**config.mk**
```make
export PLATFORM = sky130hd
export DESIGN_NAME = dot_sequencer_loader
export DESIGN_NICKNAME = d
export VERILOG_FILES = /design/src/rtl/dot_seq_pkg.sv /design/src/rtl/dot_seq_loader_timeout.sv /design/src/rtl/dot_sequencer_loader.sv
export SDC_FILE = /design/constraint.sdc
export NUM_CORES = 1
export LEC_CHECK = 0
export ABC_CLOCK_PERIOD_IN_PS = 6900
export BUFFER_PORTS_ARGS = -buffer_cell sky130_fd_sc_hd__buf_4
export CAP_MARGIN = 20
export CORE_MARGIN = 1
export CORE_UTILIZATION = 48
export CTS_CLUSTER_DIAMETER = 40
export DETAILED_ROUTE_END_ITERATION = 8
export GPL_ROUTABILITY_DRIVEN = 0
export PLACE_DENSITY = 0.68
export SLEW_MARGIN = 15
export SYNTH_ARGS = -nofsm -noshare
export SYNTH_HDL_FRONTEND = slang
export SYNTH_HIERARCHICAL = 1
export SYNTH_SLANG_ARGS = --single-unit
```
**constraint.sdc**
```tcl
create_clock -name clock -period 6.9 [get_ports clock]
set_input_delay 1.035 -clock clock [delete_from_list [all_inputs] [get_ports clock]]
set_output_delay 1.035 -clock clock [all_outputs]
set_load 0.01 [all_outputs]
```
**src/rtl/dot_seq_pkg.sv**
```systemverilog
// Shared definitions for the dot sequencer host-stream blocks: opcodes,
// payload lengths, loader state encoding and lane-count helper.
package dot_seq_pkg;

    localparam logic [7:0] OP_WR_MEM = 8'h01;
    localparam logic [7:0] OP_WR_DOT = 8'h02;
    localparam logic [7:0] OP_WR_SEL = 8'h03;

    localparam logic [2:0] LEN_WR_MEM = 3'd4;
    localparam logic [2:0] LEN_WR_DOT = 3'd3;
    localparam logic [2:0] LEN_WR_SEL = 3'd2;

    typedef enum logic [1:0] {
        IDLE,
        PAYLOAD,
        ISSUE
    } state_t;

    function automatic int mask_lanes(input int len);
        return (len + 15) / 16;
    endfunction

    localparam int MEM_LENGTH_DEFAULT = 48;
    localparam int MASK_LANES = mask_lanes(MEM_LENGTH_DEFAULT);

    // Zero marks an illegal opcode.
    function automatic logic [2:0] payload_len(input logic [7:0] opcode);
        case (opcode)
            OP_WR_MEM: return LEN_WR_MEM;
            OP_WR_DOT: return LEN_WR_DOT;
            OP_WR_SEL: return LEN_WR_SEL;
            default:   return 3'd0;
        endcase
    endfunction

endpackage

```
**src/rtl/dot_seq_loader_timeout.sv**
```systemverilog
// Inter-byte gap counter: counts enabled cycles since the last clear and
// flags expire on the TIMEOUT_CYCLES-th consecutive enabled cycle.
module dot_seq_loader_timeout #(
    parameter int TIMEOUT_CYCLES = 1024
) (
    input  logic clock,
    input  logic reset,
    input  logic clear,
    input  logic enable,
    output logic expire
);

    localparam int CW = $clog2(TIMEOUT_CYCLES + 1);

    logic [CW-1:0] count;

    always_ff @(posedge clock) begin
        if (reset || clear) begin
            count <= '0;
        end else if (enable) begin
            count <= count + 1'b1;
        end
    end

    assign expire = enable && (count == CW'(TIMEOUT_CYCLES - 1));

endmodule

```
**src/rtl/dot_sequencer_loader.sv**
```systemverilog
// Framed command-stream loader: decodes host bytes into single-cycle,
// active-low write strobes for the dot sequencer's pattern, dot and select stores.
module dot_sequencer_loader
    import dot_seq_pkg::*;
#(
    parameter int MEM_LENGTH         = 48,
    parameter int MEM_ADDRESS_LENGTH = 6,
    parameter int TIMEOUT_CYCLES     = 1024
) (
    input  logic                          clock,
    input  logic                          reset,
    input  logic [7:0]                    rx_data,
    input  logic                          rx_valid,
    output logic                          rx_ready,
    output logic [2:0]                    mask_select,
    output logic [MEM_ADDRESS_LENGTH-1:0] mem_address,
    output logic [15:0]                   mem_data,
    output logic                          mem_write_n,
    output logic [15:0]                   mem_dot_data,
    output logic                          mem_dot_write_n,
    output logic [MEM_ADDRESS_LENGTH-1:0] mem_sel_col_address,
    output logic [MEM_ADDRESS_LENGTH-1:0] mem_sel_data,
    output logic                          mem_sel_write_n,
    output logic                          busy,
    output logic                          frame_done,
    output logic                          error,
    input  logic                          err_clear,
    output logic [15:0]                   write_count
);

    localparam logic [8:0] LEN_LIMIT  = 9'(MEM_LENGTH);
    localparam logic [7:0] LANE_LIMIT = 8'(mask_lanes(MEM_LENGTH));

    state_t      state;
    logic [7:0]  opcode;
    logic [2:0]  byte_cnt;
    logic [23:0] shift;

    logic        accept;
    logic        last;
    logic        expire;
    logic        range_ok;
    logic        err_set;
    logic [31:0] pl;

    assign rx_ready = (state != ISSUE);
    assign busy     = (state != IDLE);
    assign accept   = rx_valid && rx_ready;
    assign last     = (state == PAYLOAD) && accept && (byte_cnt == 3'd1);

    // Payload right-aligned with the byte arriving this cycle in the low lane,
    // so every field sits at a fixed position regardless of frame length.
    assign pl = {shift, rx_data};

    // Range checks run on full 8-bit fields before any truncation to address width.
    always_comb begin
        range_ok = 1'b0;
        case (opcode)
            OP_WR_MEM: range_ok = ({1'b0, pl[31:24]} < LEN_LIMIT) && (pl[23:16] < LANE_LIMIT);
            OP_WR_DOT: range_ok = (pl[23:16] < LANE_LIMIT);
            OP_WR_SEL: range_ok = ({1'b0, pl[15:8]} < LEN_LIMIT) && ({1'b0, pl[7:0]} < LEN_LIMIT);
            default:   range_ok = 1'b0;
        endcase
    end

    assign err_set = ((state == IDLE) && accept && (payload_len(rx_data) == 3'd0))
                  || (last && !range_ok)
                  || ((state == PAYLOAD) && expire);

    dot_seq_loader_timeout #(
        .TIMEOUT_CYCLES(TIMEOUT_CYCLES)
    ) u_timeout (
        .clock (clock),
        .reset (reset),
        .clear ((state != PAYLOAD) || accept),
        .enable((state == PAYLOAD) && !accept),
        .expire(expire)
    );

    always_ff @(posedge clock) begin
        if (reset) begin
            state               <= IDLE;
            opcode              <= '0;
            byte_cnt            <= '0;
            mem_write_n         <= 1'b1;
            mem_dot_write_n     <= 1'b1;
            mem_sel_write_n     <= 1'b1;
            mask_select         <= '0;
            mem_address         <= '0;
            mem_data            <= '0;
            mem_dot_data        <= '0;
            mem_sel_col_address <= '0;
            mem_sel_data        <= '0;
            frame_done          <= 1'b0;
            error               <= 1'b0;
            write_count         <= '0;
        end else begin
            mem_write_n     <= 1'b1;
            mem_dot_write_n <= 1'b1;
            mem_sel_write_n <= 1'b1;
            frame_done      <= 1'b0;

            if (err_set) begin
                error <= 1'b1;
            end else if (err_clear) begin
                error <= 1'b0;
            end

            case (state)
                IDLE: begin
                    if (accept) begin
                        opcode   <= rx_data;
                        byte_cnt <= payload_len(rx_data);
                        if (payload_len(rx_data) == 3'd0) begin
                            frame_done <= 1'b1;
                        end else begin
                            state <= PAYLOAD;
                        end
                    end
                end
                PAYLOAD: begin
                    if (accept) begin
                        shift    <= {shift[15:0], rx_data};
                        byte_cnt <= byte_cnt - 3'd1;
                        if (last) begin
                            state      <= ISSUE;
                            frame_done <= 1'b1;
                            if (range_ok) begin
                                write_count <= write_count + 16'd1;
                                case (opcode)
                                    OP_WR_MEM: begin
                                        mem_write_n <= 1'b0;
                                        mem_address <= pl[24 +: MEM_ADDRESS_LENGTH];
                                        mask_select <= pl[18:16];
                                        mem_data    <= pl[15:0];
                                    end
                                    OP_WR_DOT: begin
                                        mem_dot_write_n <= 1'b0;
                                        mask_select     <= pl[18:16];
                                        mem_dot_data    <= pl[15:0];
                                    end
                                    default: begin
                                        mem_sel_write_n     <= 1'b0;
                                        mem_sel_col_address <= pl[8 +: MEM_ADDRESS_LENGTH];
                                        mem_sel_data        <= pl[0 +: MEM_ADDRESS_LENGTH];
                                    end
                                endcase
                            end
                        end
                    end else if (expire) begin
                        state      <= IDLE;
                        frame_done <= 1'b1;
                    end
                end
                default: begin
                    state <= IDLE;
                end
            endcase
        end
    end

endmodule

```
## Word-level counts from Yosys, hierarchy flattened

Cells that the tools add are included.
Widths: inputs -> output; s select.

- Add/subtract/negate cells: 3
- Magnitude comparators: 4
- Equality and inequality tests: 16
- Multiplexer cells: 24
- Bitwise gates (word level): 6
- Reductions and logical operators: 34

Operators with widths:

| operator | number |
|---|---|
| $eq 8x2->1 const B | 4 |
| $lt 8x6->1 const B | 3 |
| $reduce_and 5->1 | 4 |
| $add 16x1->16 const B | 1 |
| $eq 8x1->1 const B | 2 |
| $mux 3 | 4 |
| $add 11x1->11 const B | 1 |
| $eq 11x10->1 const B | 1 |
| $logic_and 1x1->1 | 11 |
| $mux 1 | 10 |
| $mux 2 | 5 |
| $pmux 3 s3 | 1 |
| $lt 8x2->1 const B | 1 |
| $ne 2x2->1 const B | 4 |
| $reduce_and 4->1 | 2 |
| $logic_not 3->1 | 2 |
| $ne 3x3->1 const B | 2 |
| $not 1->1 | 6 |
| $pmux 3 s2 | 1 |
| $reduce_and 3->1 | 2 |
| $reduce_bool 2->1 | 3 |
| $reduce_or 5->1 | 1 |
| $logic_or 1x1->1 | 4 |
| $pmux 2 s2 | 1 |
| other kinds (10) | 11 |

- Register bits after elaboration: 122
- Input port bits: 12
- Output and inout port bits: 76
- Logic and storage cells: 104

## Logic depth before layout (Yosys ltp)

- Depth after elaboration: 9
- Mapped depth: 10
- Gate-level depth less buffers: 9

## Hierarchy

The synthesis kept the hierarchy.

Modules (own cells, without submodules):

| module | instances | cells each | area each (µm²) | seq. area each (µm²) |
|---|---|---|---|---|
| dot_sequencer_loader | 1 | 489 | 4576.9 | 2462.4 |
| dot_seq_loader_timeout | 1 | 58 | 523.0 | 220.2 |

## Least setup slack after synthesis

Ideal clock, no wire load.

- Path kind: input -> register
- Start point: input port rx_valid
- End point: register shift[0], enable pin
- Setup time: 0.437 ns
- Arrival: 2.820 ns
- Data required time: 6.463 ns
- Path slack: 3.643 ns
- Stages on the path: 2
- Path buffers: 0
- Path through: inv_1 nor3_1

- Word-level cells in the longest chain between the ends: 2

Ends and longest elaborated chain:

| item | line | source |
|---|---|---|
| start: declaration | dot_sequencer_loader.sv:13 | `input logic rx_valid,` |
| $logic_and 1x1->1 | dot_sequencer_loader.sv:48 | `assign accept = rx_valid && rx_ready;` |
| $reduce_and 3->1 (no line) | n/a |  |
| end signal: assignment | dot_sequencer_loader.sv:123 | `shift <= {shift[15:0], rx_data};` |
| end: declaration | dot_sequencer_loader.sv:37 | `logic [23:0] shift;` |

No other way between the ends.
A chain may end at the register's enable or synchronous reset.

## Final worst setup path

- Start point: register state[0]
- End point: register frame_done

- Word-level cells in the longest chain between the ends: 8
- Elaborated cells between the ends (all ways): 14
- Those cells by class: eq/ne (2); mux (5); reduce/logical (7)

Ends and longest elaborated chain:

| item | line | source |
|---|---|---|
| start: declaration | dot_sequencer_loader.sv:34 | `state_t state;` |
| start signal: assignment | dot_sequencer_loader.sv:82 | `state <= IDLE;` |
| start signal: assignment | dot_sequencer_loader.sv:117 | `state <= PAYLOAD;` |
| start signal: assignment | dot_sequencer_loader.sv:126 | `state <= ISSUE;` |
| $ne 2x2->1 | dot_sequencer_loader.sv:46 | `assign rx_ready = (state != ISSUE);` |
| $logic_and 1x1->1 | dot_sequencer_loader.sv:48 |  |
| $logic_not 1->1 | dot_sequencer_loader.sv:76 | `.enable((state == PAYLOAD) && !accept),` |
| $logic_and 1x1->1 * | dot_sequencer_loader.sv:76 |  |
| $logic_and 1x1->1 * | dot_seq_loader_timeout.sv:25 | `assign expire = enable && (count == CW'(TIMEOUT_CYCLES - 1));` |
| named net expire | dot_sequencer_loader.sv:41 | `logic expire;` |
| $mux 1 * | dot_sequencer_loader.sv:150 | `end else if (expire) begin` |
| $mux 1 * | dot_sequencer_loader.sv:122 | `if (accept) begin` |
| $pmux 1 s2 * | dot_sequencer_loader.sv:109 | `case (state)` |
| end signal: assignment | dot_sequencer_loader.sv:115 | `frame_done <= 1'b1;` |
| end signal: assignment | dot_sequencer_loader.sv:127 | `frame_done <= 1'b1;` |
| end signal: assignment | dot_sequencer_loader.sv:152 | `frame_done <= 1'b1;` |
| end: declaration | dot_sequencer_loader.sv:25 | `output logic frame_done,` |

The timed path passes the listed nets; every way through them passes the cells marked *.

==> results.toml <==
[outcome]
status = "completed"

[route]
dr.pass1.iters = 5
vias = 4555
postRouteAntennaNets = 0
route.detailed.drc = 0
wl_mm = 12.99
drt_iter0_markers = 237
viasPerCell = 5.986
wire_per_inst_um = 17.07

[grt]
grt_pass1_wl_mm = 21.02
grt_max_degree = 92
grt_pass1_vias = 4190
grt_use_total = 0.2394
grt.overflow.total = 0
grt_antenna_before_repair = 0

[cts]
clockRootBuffer = "clkbuf_8"
cts_tree = "built"
clkTransAtPathRegs_ns = 0.06
post_cts_resized = 0
cts_setup_buffers = 0
hold_buffers = 0
cts_max_level = 4
cts.sinks = 122
cts_buffers = 17
clk_latency_ns = 0.51
clock_path_buffers = 2

[timing]
drv_slew = 0
whs_ns = 0.4436
fin_setup_tns_ns = 0
finalCritPeriodShare = 0.4164
timing.slew.headroom = 0.3888
tightest_slew_ns = 0.9167
rsz0062_at_grt = "false"
skew_ns = 0.006670
fin_crit_ns = 2.873
setup_viol = 0
finalHoldViolations = 0
max_freq_mhz = 348.1

[worst_setup_path]
critPathKind = "reg -> reg"
critPathCaptureType = "flip-flop"
crit_required_ns = 7.32
reg2regPathDepth = 9
cp_max_fo = 16
crit_path_start_kind = "flip-flop"
worstPathArrival_ns = 3.29

[synthesis]
post-synth-top-area-fraction = 0.3847
synth_edf_count = 24
ys_seq_elements = 122
yosys.area.top_type = "dfxtp_1"
dominantRegCellSynth = "dfxtp_1"
async_flop_share = 0
synth_area_leaders = "dfxtp_1, edfxtp_1, a21oi_1"
avgSynthCellArea_um2 = 9.323
synth_seq_area_share = 0.5260
synth.distinct_cells = 47
synth_fp_nets = 563
ys_warn_count = 6
syn_area_um2 = 5100
syn_inst = 547

[power]
power.density_nw_per_um2 = 268.3
peakVddDrop_mv = 0.1864
pwr-share-comb = 0.029
p_leak_nw = 2.254
switching_power_mw = 0.3518
power_frac_seq = 0.424
internal_power_mw = 1.373
p_clk_frac = 0.547
p_sw_frac = 0.2039

[floorplan]
die_width_um = 105.1
ios = 88
fp.dieH_um = 105.1
core_region_area_um2 = 10320
initial_core_util = 0.4940
rows = 37
dieArea_um2 = 11040

[min_path]
hp-class = "reg -> reg"
whs_path_depth = 0

[layout]
fin_nets = 628
final_layout_size_suffix_gt1_frac = 0.2144
fillCellCount = 868
multi_input_area_um2 = 2185
diodes = 0
synthToLayoutAreaGrowth_pct = 26.06
regArea_um2 = 2683

[placed_design]
hpwl_mm = 8.197
numPortBuffers = 87

[job]
drv_cap = 0
power by group through the flow:
stage	sequential [mW]	clock, mW	combinational [mW]
floorplan	0.745	0	0.0322
global placement	0.745	0	0.0489
detailed placement	0.746	0	0.0497
CTS	0.731	0.954	0.0497
global route	0.731	0.988	0.0538
finish	0.731	0.944	0.0502
layer usage:
| metal | GRT usage | wire length, µm |
|---|---|---|
| met5 | 0 | 0 |
| met4 | 0.09356 | 192 |
| met2 | 0.3974 | 6499 |
| met3 | 0.04117 | 596 |
| met1 | 0.3106 | 5707 |
synthesized netlist by cell type, types with 4 or more instances:
library cell,number
buf_2,5
nor2_1,17
o21ai_1,41
edfxtp_1,24
nor4_1,5
o31ai_1,28
nand4_1,57
or4_1,16
mux2i_1,4
or3_1,4
nor2b_1,4
nand2_1,32
inv_1,12
nand2b_1,8
a21oi_1,82
dfxtp_1,98
o21ai_0,12
ha_1,4
nand3_1,11
clkbuf_1,37
final timing paths:
kind | startpoint | endpoint | slack (ns)
min reg2reg | shift[14] | shift[22] | 0.44
max | state[0] | frame_done | 4.03
max reg2reg | state[0] | frame_done | 4.03
min | shift[14] | shift[22] | 0.44
worst max-delay path: stages, from the launching register on:
cell and delay (ns):
dfxtp_1 0.61, nor2b_1 0.40, nand2_1 0.19, inv_1 0.27
nand4_1 0.20, or4_4 0.47, nor2_1 0.15, a21oi_1 0.10
nand2b_1 0.16, a211oi_1 0.22
logic make-up (layout without fill, tap and decap cells):
logic type / count (synthesis) / in the layout / share of synthesized area
fa+ha+maj: 4 / 4 / 0.009814
simple gates: 178 / 178 / 0.2066
xor+xnor: 4 / 4 / 0.006871
mux: 4 / 4 / 0.007851
flops: 122 / 122 / 0.5260
buf+inv: 59 / 137 / 0.04907
compound gates: 176 / 176 / 0.1938
sequential cells by signal (all words and copies together) (netlist names), 6 cells and up:
register and count:
shift 24, mem_data 16, mem_dot_data 16, write_count 16
u_timeout/count 11, opcode 8, mem_address 6, mem_sel_col_address 6
mem_sel_data 6
placed cells by master (no fill, tap or decap), types with 3 or more instances in the layout:
cell	Yosys	final
a21oi_1	82	82
and3_1	3	3
buf_4	0	92
bufinv_16	0	5
clkbuf_16	0	16
dfxtp_1	98	98
edfxtp_1	24	24
ha_1	4	4
inv_1	12	12
mux2i_1	4	4
nand2_1	32	32
nand2b_1	8	8
nand3_1	11	11
nand4_1	57	57
nor2_1	17	17
nor2b_1	4	4
nor4_1	5	5
o21ai_0	12	12
o21ai_1	41	40
o31ai_1	28	28
or2_2	3	3
or3_1	4	4
or4_1	16	16
xor2_1	3	3
through the flow:
stage	cell area, µm²	setup slack (ns)	std cells	utilization	total power [mW]
after CTS	6429	4.037	761	0.6227	1.735
after global routing	6429	3.780	761	0.6227	1.773
after floorplan	5100	3.643	547	-	0.7775
final	6429	4.027	761	0.6227	1.725
after global placement	5773	3.689	728	0.5592	0.7943
after detailed placement	5801	3.657	729	0.5619	0.7954
area by class of cell:
class / instances / share of cell area
clock buffer: 20 / 0.06773
clock inverter: 12 / 0.02997
inverter: 12 / 0.007007
multi-input combinational: 366 / 0.3398
sequential: 122 / 0.4173
tap: 136 / 0.02647
timing repair buffer: 93 / 0.1117
Power figures use the tool's default switching activity.
